File: src/rtl/dram_arbiter.sv
// Two-port arbiter in front of a single-ported data DRAM: port A has priority,
// port B is guaranteed a slot after STARVE_LIMIT consecutive A wins while it waits.
module dram_arbiter #(
    parameter logic [31:0] BASE_ADDR    = 32'h10010000,
    parameter int          DEPTH_WORDS  = 2048,
    parameter int          STARVE_LIMIT = 4
) (
    input  logic        clk_i,
    input  logic        rst_i,

    input  logic        a_req_i,
    input  logic        a_we_i,
    input  logic [31:0] a_addr_i,
    input  logic [31:0] a_wdata_i,
    output logic        a_ack_o,
    output logic [31:0] a_rdata_o,
    output logic        a_err_o,

    input  logic        b_req_i,
    input  logic        b_we_i,
    input  logic [31:0] b_addr_i,
    input  logic [31:0] b_wdata_i,
    output logic        b_ack_o,
    output logic [31:0] b_rdata_o,
    output logic        b_err_o,

    output logic        mem_ena_o,
    output logic        mem_wena_o,
    output logic [31:0] mem_addr_o,
    output logic [31:0] mem_wdata_o,
    input  logic [31:0] mem_rdata_i
);

    typedef enum logic [1:0] {
        IDLE   = 2'd0,
        ACCESS = 2'd1,
        RESP   = 2'd2
    } state_e;

    localparam logic [31:0] LAST_ADDR  = BASE_ADDR + 32'(DEPTH_WORDS * 4) - 32'd4;
    localparam logic [2:0]  STARVE_MAX = 3'(STARVE_LIMIT);

    state_e      state_q, state_d;
    logic        port_q, port_d;
    logic        we_q, we_d;
    logic [31:0] addr_q, addr_d;
    logic [31:0] wdata_q, wdata_d;
    logic        err_q, err_d;
    logic [31:0] rdata_q, rdata_d;
    logic [2:0]  starve_q, starve_d;

    logic        grant_b;
    logic        sel_we;
    logic [31:0] sel_addr;
    logic [31:0] sel_wdata;
    logic        sel_valid;

    // B wins only when A is absent or B has waited through STARVE_LIMIT A grants.
    assign grant_b   = b_req_i && (!a_req_i || (starve_q == STARVE_MAX));
    assign sel_we    = grant_b ? b_we_i    : a_we_i;
    assign sel_addr  = grant_b ? b_addr_i  : a_addr_i;
    assign sel_wdata = grant_b ? b_wdata_i : a_wdata_i;
    assign sel_valid = (sel_addr[1:0] == 2'b00) &&
                       (sel_addr >= BASE_ADDR) && (sel_addr <= LAST_ADDR);

    always_ff @(posedge clk_i) begin
        if (rst_i) begin
            state_q  <= IDLE;
            port_q   <= 1'b0;
            we_q     <= 1'b0;
            addr_q   <= '0;
            wdata_q  <= '0;
            err_q    <= 1'b0;
            rdata_q  <= '0;
            starve_q <= '0;
        end else begin
            state_q  <= state_d;
            port_q   <= port_d;
            we_q     <= we_d;
            addr_q   <= addr_d;
            wdata_q  <= wdata_d;
            err_q    <= err_d;
            rdata_q  <= rdata_d;
            starve_q <= starve_d;
        end
    end

    always_comb begin
        state_d  = state_q;
        port_d   = port_q;
        we_d     = we_q;
        addr_d   = addr_q;
        wdata_d  = wdata_q;
        err_d    = err_q;
        rdata_d  = rdata_q;
        starve_d = starve_q;
        case (state_q)
            IDLE: begin
                if (!b_req_i) begin
                    starve_d = '0;
                end
                if (a_req_i || b_req_i) begin
                    port_d  = grant_b;
                    we_d    = sel_we;
                    addr_d  = sel_addr;
                    wdata_d = sel_wdata;
                    err_d   = !sel_valid;
                    rdata_d = '0;
                    if (grant_b) begin
                        starve_d = '0;
                    end else if (b_req_i && (starve_q != STARVE_MAX)) begin
                        starve_d = starve_q + 3'd1;
                    end
                    state_d = sel_valid ? ACCESS : RESP;
                end
            end
            ACCESS: begin
                if (!we_q) begin
                    rdata_d = mem_rdata_i;
                end
                state_d = RESP;
            end
            RESP:    state_d = IDLE;
            default: state_d = IDLE;
        endcase
    end

    // The write strobe is masked by reset so an aborted access never commits.
    always_comb begin
        mem_ena_o   = 1'b0;
        mem_wena_o  = 1'b0;
        mem_addr_o  = '0;
        mem_wdata_o = '0;
        a_ack_o     = 1'b0;
        a_err_o     = 1'b0;
        a_rdata_o   = '0;
        b_ack_o     = 1'b0;
        b_err_o     = 1'b0;
        b_rdata_o   = '0;
        case (state_q)
            ACCESS: begin
                mem_ena_o   = 1'b1;
                mem_wena_o  = we_q & ~rst_i;
                mem_addr_o  = addr_q;
                mem_wdata_o = wdata_q;
            end
            RESP: begin
                if (port_q) begin
                    b_ack_o   = 1'b1;
                    b_err_o   = err_q;
                    b_rdata_o = rdata_q;
                end else begin
                    a_ack_o   = 1'b1;
                    a_err_o   = err_q;
                    a_rdata_o = rdata_q;
                end
            end
            default: ;
        endcase
    end

endmodule

File: config.mk
export PLATFORM = sky130hd
export DESIGN_NAME = dram_arbiter
export DESIGN_NICKNAME = d
export VERILOG_FILES = /design/src/rtl/dram_arbiter.sv
export SDC_FILE = /design/constraint.sdc
export NUM_CORES = 1
export LEC_CHECK = 0
export CORE_MARGIN = 1
export CORE_UTILIZATION = 25
export DETAILED_ROUTE_END_ITERATION = 12
export SYNTH_ARGS = -nofsm -noshare
export SYNTH_HDL_FRONTEND = slang
export SYNTH_SLANG_ARGS = --single-unit
File: constraint.sdc
create_clock -name clk_i -period 4.2 [get_ports clk_i]
set_input_delay 0.42 -clock clk_i [delete_from_list [all_inputs] [get_ports clk_i]]
set_output_delay 0.42 -clock clk_i [all_outputs]
set_load 0.01 [all_outputs]
==> metrics.csv <==
metric,value,unit
routability cong.,0.770,
Worst Hold Slack,0.477,ns
Synth Cell Area,5720,um^2
post-synth top area share,36.4,%
standard-cell row count,54,
drt drc,0,
post_cts resized,0,
Critical Path End Type,output pin,
Die Y,153,um
first-pass GRT wire length,32000,um
leading area contributor after synthesis,dfxtp_1,
largest net degree at the start of global routing,70,
ant diodes,0,
highest metal used,met4,
num ports,300,
Via-to-Cell Ratio,4.77,
Crit path required time,3.78,ns
Worst-Margin Slew,0.937,ns
Pwr Density,275,nW/um^2
Fin Clk Skew,0.0120,ns
clock latency on the worst-skew pair,0.36,ns
nets@finish,1105,
Worst path max stage delay,0.82,ns
Pins Over Slew Limit,0,
"Seq/Total Area, Yosys",36.4,%
"Power, Total",2.52,mW
"Distinct cells, synth",35,
maximum vdd drop,0.204,mV
fmax,0.345,GHz
Util after Layout,41.4,%
"commonest non-fill, non-tap cell in the layout",clkdlybuf4s50_1,
grt ovf,0,
CTS Buffer Depth,2,
Pre-antenna DRT Iters,4,
fin crit share,69.1,%
HP Class,reg -> reg,
leakage,3.33,nW
drt wl/cell,16.7,um
vias post-DR,5832,
starting DRC count in detailed routing,227,
Yosys reg bits,104,
fin area,9180,um^2
# clock sinks,104,
WL met3,1460,um
"Avg Cell Area, Syn",8.38,um^2
"critical path fanouts, max",34,
layout cell share with drive strength beyond 1,10.7,%
Setup TNS Final,0,ns
RSZ-0062 raised after global routing,no,
CTS tree,yes,
vias in the first global route,5682,
Max-slew headroom,37.5,%
Synth area leaders,"dfxtp_1, a311oi_2, and2_1",
hold buffer count at cts,0,
DPL Wire Length,14600,um
arrival time worst endpoint,2.48,ns
Starting Density,25.8,%
clock transition at the registers of the reported paths,0.07,ns
core area,22200,um^2
Top delay family on crit path,simple AND/OR/NAND/NOR gates,
Synth Instances,683,
Layout fillers,2252,
Final Hold Viols,0,
"commonest cells after routing, fill and taps aside","clkdlybuf4s50_1, and2_1, dfxtp_1",
initial antenna violation count,0,
Tmin final,2.90,ns
Crit-path slowest cell,and3b_1,
status,completed,
met1 WL,9150,um
Routed WL,20400,um
Crit Path Class,reg -> out,
Max Cap Viol,0,
final setup vio count,0,
Post-DP Area,8840,um^2
Die ar.,23500,um^2
Tot GR Track Use,17.4,%
Area growth syn-to-layout,60.4,%
Setup crit start kind,register,
TritonCTS buffer count,9,
Max H-tree Level,3,
CTS root buf,clkbuf_16,
setup bufs post-CTS,0,
metal2 WL,9400,um
chip width,153,um
synth warn,0,
post-route ant nets,0,
CP cell instances,and3b_1 > and2_1 > clkdlybuf4s50_1,
Port Buffer Count,299,
Worst Path Buf+Inv,1,
"Net Count, Synth",851,
## tightest hold or removal path, cell delays in order (launching register included)
cell,delay [ns]
dfxtp_1,0.33
nand2_1,0.06
a21oi_1,0.05
## cell usage after synthesis (all sizes together)
master / instances
o2111ai: 1
a21oi: 4
nor3b: 5
o22ai: 1
inv: 4
clkbuf: 40
a21bo: 1
and2: 131
nor3: 2
nand3b: 2
o21ai: 2
or2: 2
nor2b: 1
nand2: 71
buf: 29
nor4b: 1
and3b: 2
nor4: 7
ha: 2
a22oi: 32
o31ai: 1
nand3: 66
dfxtp: 104
mux2i: 1
nor2: 101
a311oi: 65
a21boi: 1
nand4: 4
## metrics by stage
step                      worst slack (ns)  instances
after floorplan                       2.55        683
after global placement                1.52       1206
after detailed placement              1.47       1206
after CTS                             1.22       1222
after global routing                  1.03       1222
final                                 1.30       1222
## logic make-up after synthesis
logic type,after synthesis,share of synthesized area [%]
and+or+nand+nor,395,34.7
DFF,104,36.4
muxes,1,0.175
AOI/OAI and AO/OA,108,21.9
adders and majority gates,2,0.437
buffers and inverters,73,6.36
## worst paths after layout
check,slack (ns),depth (start not counted),start,end
setup / recovery,1.30,3,state_q[1],b_rdata_o[22]
hold / removal,0.48,2,starve_q[1],starve_q[1]
hold reg to reg,0.48,2,starve_q[1],starve_q[1]
setup reg to reg,1.95,5,state_q[1],addr_q[10]
## routing by layer
layer | global-route usage, % | up-vias
li1 | - | 2877
met1 | 22.1 | 2689
met2 | 28.2 | 238
met3 | 4.25 | 28
met4 | 6.49 | 0
met5 | 0 | -
## report_power, final
group	total [mW]	leakage [nW]	internal, mW	switching, mW
combinational	0.469	2.31	0.242	0.227
clock	0.969	0.166	0.550	0.419
sequential	1.08	0.855	1.05	0.0338
total	2.52	3.33	1.84	0.680
## state kept, by name, summed over array words and instances (netlist names)
name	flops
we_q	1
addr_q	32
rdata_q	32
err_q	1
state_q	2
wdata_q	32
starve_q	3
port_q	1
## final cells by class
class | count | area (um^2) | share of cell area, %
clock inverters | 6 | 97.6 | 1.06
repair buffers | 312 | 3100 | 33.7
clock buffers | 10 | 239 | 2.60
flip-flops and latches | 104 | 2080 | 22.7
well taps | 280 | 350 | 3.82
inverters | 4 | 15.0 | 0.164
multi-input cells | 506 | 3300 | 35.9
No activity file was read; power rests on OpenSTA's default activity.
